==> config.mk <==
export PLATFORM = sky130hd
export DESIGN_NAME = mem_arbiter
export DESIGN_NICKNAME = d
export VERILOG_FILES = /design/src/rtl/mem_arbiter.sv
export SDC_FILE = /design/constraint.sdc
export NUM_CORES = 1
export LEC_CHECK = 0
export CORE_AREA = 2 2 114 116
export CTS_CLUSTER_SIZE = 16
export DETAILED_ROUTE_END_ITERATION = 7
export DIE_AREA = 0 0 116 118
export PLACE_DENSITY_LB_ADDON = 0.15
export SETUP_SLACK_MARGIN = 0.02
export SLEW_MARGIN = 20
export SYNTH_ARGS = -nofsm -noshare
export SYNTH_HDL_FRONTEND = slang
export SYNTH_SLANG_ARGS = --single-unit
==> constraint.sdc <==
create_clock -name clk_i -period 3.05 [get_ports clk_i]
set_clock_uncertainty 0.1 [all_clocks]
set_input_delay 0.915 -clock clk_i [delete_from_list [all_inputs] [get_ports clk_i]]
set_output_delay 0.915 -clock clk_i [all_outputs]
set_load 0.05 [all_outputs]
==> src/rtl/mem_arbiter.sv <==
// Arbitrates instruction fetch and data load/store onto one memory port and the
// fifo_if MMIO port, with starvation control and 1-cycle response routing.
module mem_arbiter #(
   parameter logic [3:0]  MMIO_NIBBLE = 4'hF,
   parameter int unsigned STARVE_MAX  = 3
) (
   input  logic        clk_i,
   input  logic        rstn_i,
   input  logic        if_req_i,
   input  logic [31:0] if_addr_i,
   output logic        if_gnt_o,
   output logic        if_rvalid_o,
   output logic [31:0] if_rdata_o,
   output logic        if_err_o,
   input  logic        d_req_i,
   input  logic        d_we_i,
   input  logic [31:0] d_addr_i,
   input  logic [31:0] d_wdata_i,
   input  logic [3:0]  d_be_i,
   output logic        d_gnt_o,
   output logic        d_rvalid_o,
   output logic [31:0] d_rdata_o,
   output logic        mem_en_o,
   output logic [3:0]  mem_we_o,
   output logic [31:0] mem_addr_o,
   output logic [31:0] mem_wdata_o,
   input  logic [31:0] mem_rdata_i,
   output logic        mmio_sel_o,
   output logic        mmio_read_o,
   output logic        mmio_write_o,
   output logic [1:0]  mmio_addr_o,
   output logic [7:0]  mmio_wdata_o,
   input  logic [7:0]  mmio_rdata_i
);

   typedef enum logic [2:0] {
      RESP_NONE,
      RESP_IF_MEM,
      RESP_IF_ERR,
      RESP_D_MEM,
      RESP_D_MMIO
   } resp_t;

   localparam logic [2:0]  LP_STARVE_MAX = 3'(STARVE_MAX);
   localparam logic [31:0] LP_NOP        = 32'h0000_0013;

   resp_t       r_resp;
   resp_t       w_resp_nxt;
   logic [2:0]  r_starve_cnt;
   logic [2:0]  w_starve_nxt;
   logic        w_if_mmio;
   logic        w_d_mmio;
   logic        w_if_win;
   logic        w_d_win;
   logic        w_unused;

   // Byte offsets within a word carry no meaning for either target.
   assign w_unused  = ^{if_addr_i[1:0], d_addr_i[1:0]};

   assign w_if_mmio = (if_addr_i[31:28] == MMIO_NIBBLE);
   assign w_d_mmio  = (d_addr_i[31:28] == MMIO_NIBBLE);

   // Grants are qualified with rstn_i so nothing leaks out while in reset.
   assign w_if_win  = rstn_i && if_req_i &&
                      (!d_req_i || (r_starve_cnt == LP_STARVE_MAX));
   assign w_d_win   = rstn_i && d_req_i && !w_if_win;

   assign if_gnt_o  = w_if_win;
   assign d_gnt_o   = w_d_win;

   always_comb begin
      w_resp_nxt   = RESP_NONE;
      mem_en_o     = 1'b0;
      mem_we_o     = 4'b0000;
      mem_addr_o   = 32'h0;
      mem_wdata_o  = 32'h0;
      mmio_sel_o   = 1'b0;
      mmio_read_o  = 1'b0;
      mmio_write_o = 1'b0;
      mmio_addr_o  = 2'b00;
      mmio_wdata_o = 8'h00;
      if (w_if_win) begin
         mem_addr_o = {if_addr_i[31:2], 2'b00};
         if (w_if_mmio) begin
            w_resp_nxt = RESP_IF_ERR;
         end else begin
            mem_en_o   = 1'b1;
            w_resp_nxt = RESP_IF_MEM;
         end
      end else if (w_d_win) begin
         if (w_d_mmio) begin
            mmio_addr_o  = d_addr_i[3:2];
            mmio_wdata_o = d_wdata_i[7:0];
            if (d_we_i) begin
               // The FIFO register is one byte wide; stores missing lane 0 are dropped.
               mmio_sel_o   = d_be_i[0];
               mmio_write_o = d_be_i[0];
            end else begin
               mmio_sel_o   = 1'b1;
               mmio_read_o  = 1'b1;
               w_resp_nxt   = RESP_D_MMIO;
            end
         end else begin
            mem_en_o    = 1'b1;
            mem_addr_o  = {d_addr_i[31:2], 2'b00};
            mem_wdata_o = d_wdata_i;
            if (d_we_i) begin
               mem_we_o = d_be_i;
            end else begin
               w_resp_nxt = RESP_D_MEM;
            end
         end
      end
   end

   always_comb begin
      w_starve_nxt = r_starve_cnt;
      if (!if_req_i || w_if_win) begin
         w_starve_nxt = 3'd0;
      end else if (r_starve_cnt != LP_STARVE_MAX) begin
         w_starve_nxt = r_starve_cnt + 3'd1;
      end
   end

   always_ff @(posedge clk_i or negedge rstn_i) begin
      if (!rstn_i) begin
         r_resp       <= RESP_NONE;
         r_starve_cnt <= 3'd0;
      end else begin
         r_resp       <= w_resp_nxt;
         r_starve_cnt <= w_starve_nxt;
      end
   end

   // Response routing: rdata is zero whenever its rvalid is low.
   always_comb begin
      if_rvalid_o = 1'b0;
      if_err_o    = 1'b0;
      if_rdata_o  = 32'h0;
      d_rvalid_o  = 1'b0;
      d_rdata_o   = 32'h0;
      case (r_resp)
         RESP_IF_MEM: begin
            if_rvalid_o = 1'b1;
            if_rdata_o  = mem_rdata_i;
         end
         RESP_IF_ERR: begin
            if_rvalid_o = 1'b1;
            if_err_o    = 1'b1;
            if_rdata_o  = LP_NOP;
         end
         RESP_D_MEM: begin
            d_rvalid_o = 1'b1;
            d_rdata_o  = mem_rdata_i;
         end
         RESP_D_MMIO: begin
            d_rvalid_o = 1'b1;
            d_rdata_o  = {24'h0, mmio_rdata_i};
         end
         default: begin
            if_rvalid_o = 1'b0;
         end
      endcase
   end

endmodule

==> impl_metrics.yaml, run 1 <==
route:
  route.detailed.vias_per_inst: 4.02
  first_iter_violations: 54
  route.vias.total: 2703
  final_antenna_net_count: 0
  drt_drc_violations_left: 0
  post_drt_wl_per_cell_um: 16.3
  first_pass_iters: 4
  routed_wirelength_um: 11000
die:
  initial_utilization: 0.123
  die_height_um: 118
  io_pins: 296
  die_area_mm2: 0.0137
  rows: 41
  die_w_um: 116
  floorplan.core_area_mm2: 0.0124
worst_setup_path:
  cp.arrival_ps: 2110
  critical_path_buf_inv_count: 4
  critical_path.reg2reg.endpoint: "r_resp[2]$_DFF_PN0_"
  crit_path_max_incr_delay_ps: 320
  cp_cell_sequence: "buf_6 > nand4_1 > and3b_2 > buf_6 > buf_16 > a22o_4 > buf_12"
  rr_startpoint: "r_starve_cnt[0]$_DFFE_PN0P_"
  crit_path_start: "d_addr_i[31]"
  ff2ff_setup_slack_ps: 1300
  critical_path_class: "in2out"
  crit_end: "mem_addr_o[31]"
  timing.critical_path.fanout_max: 7
  critical_path.top_delay_family: "buffers and inverters"
  cpMaxStageDelayCell: "and3b_2"
  worst_setup_path_end_kind: "output port"
  crit_path_start_kind: "input pin"
  worstPathRequired_ps: 2030
  reg2reg_depth: 7
  cpMostUsedCell: "buf_6"
  worstSetupPathDepth: 7
synthesis:
  adder_and_majority_gate_portion_of_the_synthesized_area: 0.0164
  ys_seq_elements: 6
  synth.mux.area_fraction: 0.00738
  synth.largest_area_cell: "and2_1"
  dominant_combinational_cell_family_by_area_after_synthesis: "simple AND/OR/NAND/NOR gates"
  async_flop_share: 1.00
  syn-instance-count: 202
  synth_enable_flop_cells: 0
  synth_xor_area_frac: 0.00574
  post_synth_and_or_nand_nor_area_fraction: 0.494
  ys_dominant_reg_cell: "dfrtp_1"
  syn_area_per_cell_um2: 7.56
  yosys.area.top_type_share: 0.389
  share_of_synthesized_area_occupied_by_flip_flops_and_latches: 0.0984
  synth_area_leaders: "and2_1, a22o_1, dfrtp_1, buf_6, and3_1"
  share_of_the_synthesized_area_in_compound_gates_ao_oa_aoi_oai: 0.266
  synthDistinctLibCells: 32
  syn_warnings: 0
  synthesis.area_mm2: 0.00153
  synth_commonest_cells: "and2_1, a22o_1, buf_6, and3_1, clkbuf_1"
  post-synth-top-count-cell: "and2_1"
layout:
  fin_nets: 649
  diodes: 0
  drive_gt1_frac: 0.494
  area_growth_syn_to_layout_pct: 329
  multiInputGateArea_mm2: 0.00144
  final_area_mm2: 0.00655
  area.sequential_um2: 150
  final.fill_count: 1111
clocking:
  cts_made_buffers: 3
  htree_num_levels: 1
  cts_buffer_depth: 2
  clk-insertion-delay-late_ps: 230
  cts.root.buffer_cell: "clkbuf_16"
  cts_sinks: 6
  clock_tree_from_tritoncts: "done"
  reg_clk_slew_reported_paths_ps: 30
sta:
  relSlewSlack: 0.572
  final_number_of_max_transition_violations: 0
  fin_hold_ws_ps: 535
  timing_worst_slew_pin_value_ps: 639
  hold_viol_final: 0
  achievable-frequency_ghz: 0.320
  setup_viol: 7
  timing.final.crit_share: 1.03
  timing.final.ws_setup_ps: -76.5
  unrepaired_setup_endpoints_after_global_routing: "true"
  finalWorstPathRequiredPeriod_ps: 3130
place:
  detailed_place_hpwl_um: 9550
  io_buffer_count: 289
  gpl.final_weighted_congestion: 0.752
  detailed_place.area_mm2: 0.00615
  dpl_worst_slack_ps: -546
global_route:
  met1_usage: 0.144
  first_global_vias: 2901
  globalRoute.busiestLayer: "met2"
  use_met3: 0.0469
  grt_pass1_wl_um: 16200
  pin_count_of_the_biggest_net_entering_global_routing: 34
  grt.total_usage: 0.151
  met2_capacity_usage_during_global_routing: 0.309
  grt_antenna_before_repair: 0
  grt_remaining_overflow: 0
outcome:
  outcome: "finished with violations"
  violations: "negative setup slack"
job:
  maxCapViolCount: 0
min_path:
  hold_class: "in2async"
power_and_ir_drop:
  irDropWorstVdd_v: 0.000150
  powerDensity_mw_per_mm2: 207
  cellLeakagePower_nw: 2.78
## power breakdown
| group | internal, W | total [W] | switching, W |
|---|---|---|---|
| combinational | 0.000565 | 0.00106 | 0.000491 |
| clock | 0.000168 | 0.000210 | 0.0000416 |
| sequential | 0.0000865 | 0.0000916 | 0.00000512 |
| total | 0.000820 | 0.00136 | 0.000537 |
## routing by layer
layer | wire length, um | up-vias
li1 | - | 1297
met5 | 0 | -
met2 | 6170 | 180
met3 | 1230 | 6
met4 | 82 | 0
met1 | 3500 | 1220
## placed cells by master, fill, tap and decap left out, drive strengths merged, types with 2 or more instances in the layout
cell type / synthesis / final
and3: 8 / 8
conb: 1 / 2
or2: 2 / 2
ha: 2 / 2
buf: 12 / 181
nand4: 2 / 2
nor3b: 4 / 4
a22o: 38 / 38
clkdlybuf4s50: 0 / 132
and2: 95 / 95
inv: 4 / 4
a21o: 3 / 3
dfrtp: 6 / 6
clkbuf: 8 / 3
o21ai: 2 / 2
nand2: 4 / 4
## area by class of cell
cell class	instances	share of cell area
flip-flops and latches	6	0.0229
well taps	172	0.0329
clock buffers	3	0.0115
inverters	4	0.00229
multi-input cells	173	0.221
repair buffers	314	0.710
## logic make-up after synthesis
logic type                 Yosys count
AOI/OAI and AO/OA                   48
xor gates and xnor gates             1
adders and majority gates            2
buffers and inverters               24
DFF                                  6
muxes                                1
other                                1
and+or+nand+nor                    119
## registers in the layout (all words and copies together) (netlist names)
name          flops
r_starve_cnt      3
r_resp            3
## through the flow
| stage | util | power (W) | setup TNS (ps) | cells |
|---|---|---|---|---|
| finish | 0.527 | 0.00136 | -321 | 672 |
| global route | 0.527 | 0.00141 | -2260 | 672 |
| CTS | 0.524 | 0.00137 | -2230 | 672 |
| detailed placement | 0.495 | 0.00110 | -34930 | 662 |
| global placement | 0.495 | 0.00109 | -33040 | 662 |
| floorplan | - | 0.000510 | -128 | 203 |
## how the worst min path moves through the flow
stage | from | slack (ps) | to
after global routing | rstn_i | 550 | r_starve_cnt[1]$_DFFE_PN0P_
after detailed placement | r_starve_cnt[0]$_DFFE_PN0P_ | 530 | r_starve_cnt[0]$_DFFE_PN0P_
after global placement | r_starve_cnt[0]$_DFFE_PN0P_ | 520 | r_starve_cnt[0]$_DFFE_PN0P_
after floorplan | r_starve_cnt[2]$_DFFE_PN0P_ | 490 | r_starve_cnt[2]$_DFFE_PN0P_
final | rstn_i | 540 | r_starve_cnt[1]$_DFFE_PN0P_
after CTS | rstn_i | 520 | r_starve_cnt[1]$_DFFE_PN0P_
## timing repair
action,4_1_cts,5_1_grt
resized for setup,85,19
setup buffers,4,2
gates cloned,3,1
endpoints found under the setup margin,82,79
pin swaps,10,9
hold buffers,0,0
No activity file was read; power rests on OpenSTA's default activity.
==> run 2, diff against run 1 <==
- CELL_PAD_IN_SITES_DETAIL_PLACEMENT: not set -> 2
- CELL_PAD_IN_SITES_GLOBAL_PLACEMENT: not set -> 2
- CORE_AREA: 2 2 114 116 -> not set
- CORE_MARGIN: not set -> 2
- CORE_UTILIZATION: not set -> 10
- DIE_AREA: 0 0 116 118 -> not set
- SLEW_MARGIN: 20 -> not set
==> run 2 against run 1 <==
  * The run still ends with negative setup slack left
  * Total power rose by 6.5%
  * Worst setup slack got worse by 100 ps
  * Sequential power rose by 0.7%
  * Flip-flop and latch count did not move
  * Sequential share of layout area fell by 0.16 points
  * Critical path depth rose by 1
  * Routed wire length rose by 31%
  * Combinational power rose by 8%
  * Register-to-register slack got worse by 720 ps
  * Critical path type unchanged
  * Largest cell class unchanged
==> impl_metrics.yaml, run 2 (synthesized netlist as in run 1, its figures left out) <==
global_route:
  use_met3: 0.0733
  first_global_vias: 3390
  grt_antenna_before_repair: 1
  grt_remaining_overflow: 0
  met1_usage: 0.166
  met2_capacity_usage_during_global_routing: 0.331
  grt.total_usage: 0.168
  pin_count_of_the_biggest_net_entering_global_routing: 34
  grt_pass1_wl_um: 20800
  globalRoute.busiestLayer: "met2"
layout:
  mostFrequentLayoutCells: "buf_12, clkdlybuf4s50_1, and2_1, and2_4, buf_4"
  fin_nets: 675
  diodes: 0
  final_common_cell: "buf_12"
  largest_registers: "r_resp x3, r_starve_cnt x3"
  area_growth_syn_to_layout_pct: 361
  drive_gt1_frac: 0.559
worst_setup_path:
  cp.arrival_ps: 2210
  crit_path_start_kind: "input pin"
  timing.critical_path.fanout_max: 5
  worstPathRequired_ps: 2030
  worst_setup_path_end_kind: "output port"
  critical_path_class: "in2out"
die:
  die_height_um: 128
  floorplan.core_area_mm2: 0.0150
  io_pins: 296
  die_area_mm2: 0.0163
  die_w_um: 128
  initial_utilization: 0.102
  rows: 45
sta:
  timing.final.crit_share: 1.06
  achievable-frequency_ghz: 0.310
  timing.final.ws_setup_ps: -176
  unrepaired_setup_endpoints_after_global_routing: "true"
  hold_viol_final: 0
  setup_viol: 78
  final_number_of_max_transition_violations: 0
  finalWorstPathRequiredPeriod_ps: 3230
route:
  final_antenna_net_count: 0
  first_iter_violations: 40
  route.detailed.vias_per_inst: 4.11
  drt_drc_violations_left: 0
  first_pass_iters: 3
  post_drt_wl_per_cell_um: 20.1
  route.vias.total: 2933
  routed_wirelength_um: 14400
place:
  detailed_place_hpwl_um: 11500
  io_buffer_count: 289
  gpl.final_weighted_congestion: 0.749
  dpl_worst_slack_ps: -530
power_and_ir_drop:
  p_sw_frac: 0.397
  cellLeakagePower_nw: 3.02
  clock_power_share: 0.146
  powerDensity_mw_per_mm2: 206
  switching_power_w: 0.000574
  irDropWorstVdd_v: 0.000129
  sequentialPowerShare: 0.064
  power_report.internal_total_w: 0.000872
  power_w: 0.00145
  combinationalPowerShare: 0.790
outcome:
  violations: "negative setup slack"
  outcome: "finished with violations"
clocking:
  clk-insertion-delay-late_ps: 230
  cts.root.buffer_cell: "clkbuf_16"
  htree_num_levels: 1
  cts_buffer_depth: 2
  reg_clk_slew_reported_paths_ps: 30
  cts_made_buffers: 3
  cts_sinks: 6
  clock_tree_from_tritoncts: "done"
min_path:
  hold_class: "in2async"
job:
  maxCapViolCount: 0
[run 2: changes by cell type in the layout (fill, tap and decap cells not counted), sizes merged]
cell | previous run | this run
buf | 181 | 207
[run 2: repair_timing]
action / in CTS / in global routing
gates cloned: 7 / 0
pin swaps: 36 / 11
hold buffers: 0 / 0
endpoints found under the setup margin: 82 / 82
buffers inserted: 24 / 3
gates resized for setup: 109 / 24
[run 2: power by group through the flow]
stage | clock network, W | registers [W] | logic [W]
after floorplan | 0 | 0.0000913 | 0.000419
after global placement | 0 | 0.0000918 | 0.00101
after detailed placement | 0 | 0.0000931 | 0.00102
after CTS | 0.000213 | 0.0000925 | 0.00113
after global routing | 0.000218 | 0.0000933 | 0.00119
final | 0.000211 | 0.0000922 | 0.00114
[run 2: stage by stage]
step / util / area, um^2 / hold WS, ps / setup TNS, ps / cells
after floorplan: - / 1540 / 487 / -128 / 203
after global placement: 0.413 / 6210 / 514 / -35090 / 682
after detailed placement: 0.413 / 6210 / 542 / -35690 / 682
after CTS: 0.459 / 6900 / 519 / -5890 / 715
after global routing: 0.468 / 7030 / 525 / -12650 / 714
final: 0.468 / 7030 / 516 / -8360 / 714
[run 2: routing by layer]
metal / part of all wire / routed length [um]
met1: 0.34 / 4840
met2: 0.54 / 7680
met3: 0.12 / 1710
met4: 0.0072 / 104
met5: 0.00084 / 12
[run 2: final cells by class]
cell class	count	area, um^2
Clock buffer	3	75.1
Fill cell	1485	8000
Inverter	4	15.0
Multi-Input combinational cell	173	1570
Sequential cell	6	150
Tap cell	188	235
Timing Repair Buffer	340	4980
[run 2: path summary, 6_finish.rpt]
path,start,end,slack (ps),cells past startpoint
max reg2reg,r_starve_cnt[0]$_DFFE_PN0P_,r_resp[0]$_DFF_PN0_,580,13
max in group asynchronous,rstn_i,r_resp[0]$_DFF_PN0_,2200,2
max,d_addr_i[30],mem_addr_o[19],-180,8
min in group clk_i,r_starve_cnt[0]$_DFFE_PN0P_,r_starve_cnt[0]$_DFFE_PN0P_,550,2
min,rstn_i,r_starve_cnt[0]$_DFFE_PN0P_,520,2
min reg2reg,r_starve_cnt[0]$_DFFE_PN0P_,r_starve_cnt[0]$_DFFE_PN0P_,550,2
[run 2: worst max-delay path, cell delays in order]
cell and delay [ps]:
buf_6 70, nand4_1 160, and3b_2 290, buf_6 130
buf_6 120, buf_16 130, a22o_1 230, buf_12 150
==> run 3, diff against run 2 <==
- CORE_MARGIN: 2 -> 8
- HOLD_SLACK_MARGIN: not set -> 0.02
==> run 3 against run 2 <==
  * The flow still finishes with violations (negative setup slack)
  * Non-clock buffer count decreased by 12
  * Final area decreased by 0.61%
  * Flip-flop and latch count unchanged
  * Cell count decreased by 1.7%
  * Sequential power decreased by 0.4%
  * Clock power about the same
  * Die area increased by 20%
  * Clock-buffer cell count unchanged
  * Critical endpoint is now mem_addr_o[3]
  * Largest cell class unchanged
  * Largest power group unchanged
  * Highest routed layer is now met4
==> impl_metrics.yaml, run 3 (synthesized netlist as in run 1, its figures left out) <==
outcome:
  outcome: "finished with violations"
  violations: "negative setup slack"
place:
  dpl_worst_slack_ps: -588
  io_buffer_count: 289
  gpl.final_weighted_congestion: 0.715
  detailed_place_hpwl_um: 13000
  placed_cells_incl_taps: 678
route:
  post_drt_wl_per_cell_um: 22.7
  drt_drc_violations_left: 0
  final_antenna_net_count: 0
  route.detailed.vias_per_inst: 4.12
  route.vias.total: 2893
  first_pass_iters: 4
  routed_wirelength_um: 15900
  first_iter_violations: 36
job:
  maxCapViolCount: 0
power_and_ir_drop:
  irDropWorstVdd_v: 0.000121
  cellLeakagePower_nw: 2.97
  power_w: 0.00145
  powerDensity_mw_per_mm2: 208
worst_setup_path:
  crit_path_start: "d_addr_i[30]"
  cp.arrival_ps: 2300
  cpMaxStageDelayCell: "and3b_2"
  cpMostUsedCell: "buf_12"
  cp_cell_sequence: "buf_6 > nand4_1 > and3b_2 > buf_12 > buf_8 > buf_12 > a22o_4 > buf_12"
  critical_path_class: "in2out"
  crit_path_start_kind: "input pin"
  crit_path_max_incr_delay_ps: 320
  critical_path_buf_inv_count: 5
  critical_path.top_delay_family: "buffers and inverters"
  worst_setup_path_end_kind: "output port"
  rr_startpoint: "r_starve_cnt[0]$_DFFE_PN0P_"
  worstPathRequired_ps: 2030
  timing.critical_path.fanout_max: 10
clocking:
  reg_clk_slew_reported_paths_ps: 30
  htree_num_levels: 1
  clk-insertion-delay-late_ps: 230
  cts.root.buffer_cell: "clkbuf_16"
  cts_buffer_depth: 2
  clock_tree_from_tritoncts: "done"
  cts_sinks: 6
  cts_made_buffers: 3
sta:
  relSlewSlack: 0.526
  timing.final.crit_share: 1.09
  timing_worst_slew_pin_value_ps: 707
  fin_hold_ws_ps: 545
  timing.final.ws_setup_ps: -264
  achievable-frequency_ghz: 0.302
  unrepaired_setup_endpoints_after_global_routing: "true"
  hold_viol_final: 0
  final_number_of_max_transition_violations: 0
  setup_viol: 79
  finalWorstPathRequiredPeriod_ps: 3310
layout:
  fin_nets: 663
  diodes: 0
  drive_gt1_frac: 0.543
  layoutNonFillerInstCount: 702
  area_growth_syn_to_layout_pct: 358
  utilization_after_layout: 0.465
  largest_registers: "r_resp x3, r_starve_cnt x3"
  final_common_cell: "buf_12"
  final.fill_count: 1480
  mostFrequentLayoutCells: "buf_12, clkdlybuf4s50_1, and2_1, and2_4, a22o_4"
min_path:
  hold_class: "reg2reg"
  hp-start: "r_starve_cnt[1]$_DFFE_PN0P_"
global_route:
  first_global_vias: 3507
  grt_pass1_wl_um: 23100
  pin_count_of_the_biggest_net_entering_global_routing: 34
  grt.total_usage: 0.156
  grt_antenna_before_repair: 0
  grt_remaining_overflow: 0
die:
  initial_utilization: 0.102
  rows: 45
  die_area_mm2: 0.0195
  floorplan.core_area_mm2: 0.0150
  die_w_um: 140
  io_pins: 296
  die_height_um: 140
run 3: tightest hold or removal path, stage by stage, from the launching register on:
cell and delay [ps]:
dfrtp_1 330, mux2_2 140, and3_1 140
run 3: worst paths after layout:
| check | endpoint | slack (ps) | depth (start not counted) |
|---|---|---|---|
| max | mem_addr_o[3] | -260 | 8 |
| min | r_starve_cnt[1]$_DFFE_PN0P_ | 550 | 2 |
| max reg2reg | r_resp[2]$_DFF_PN0_ | 1150 | 8 |
| min reg2reg | r_starve_cnt[1]$_DFFE_PN0P_ | 550 | 2 |
| max in group asynchronous | r_resp[1]$_DFF_PN0_ | 2010 | 3 |
| min in group asynchronous | r_starve_cnt[2]$_DFFE_PN0P_ | 700 | 3 |
run 3: power by group:
group | total (W) | internal (W) | leakage [nW] | switching (W)
Combinational | 0.00115 | 0.000616 | 2.86 | 0.000529
Sequential | 0.0000918 | 0.0000865 | 0.0803 | 0.00000531
Clock | 0.000214 | 0.000168 | 0.0370 | 0.0000457
run 3: area by class of cell:
class	instances	area, um^2	area share
clock buffers	3	75.1	0.0107
inverters	4	15.0	0.00215
multi-input cells	173	1580	0.226
flip-flops and latches	6	150	0.0215
well taps	188	235	0.0336
repair buffers	328	4940	0.706
run 3: timing repair:
action	4_1_cts	5_1_grt
gates cloned	6	2
pin swaps	47	3
gates resized for setup	101	19
setup buffers	10	4
hold buffers	0	0
setup endpoints to repair	81	81
run 3: per-layer routing:
metal  track usage  routed length [um]  share of wire
met5             0                   0              0
met4        0.0366                 261          0.016
met3        0.0958                2310           0.14
met2         0.282                8080           0.51
met1         0.146                5270           0.33
run 3: through the flow:
| step | area (um^2) | setup TNS [ps] |
|---|---|---|
| after detailed placement | 6170 | -42710 |
| after global routing | 6990 | -20520 |
| after CTS | 6800 | -13270 |
| after floorplan | 1540 | -128 |
| after global placement | 6170 | -40320 |
| final | 6990 | -15010 |
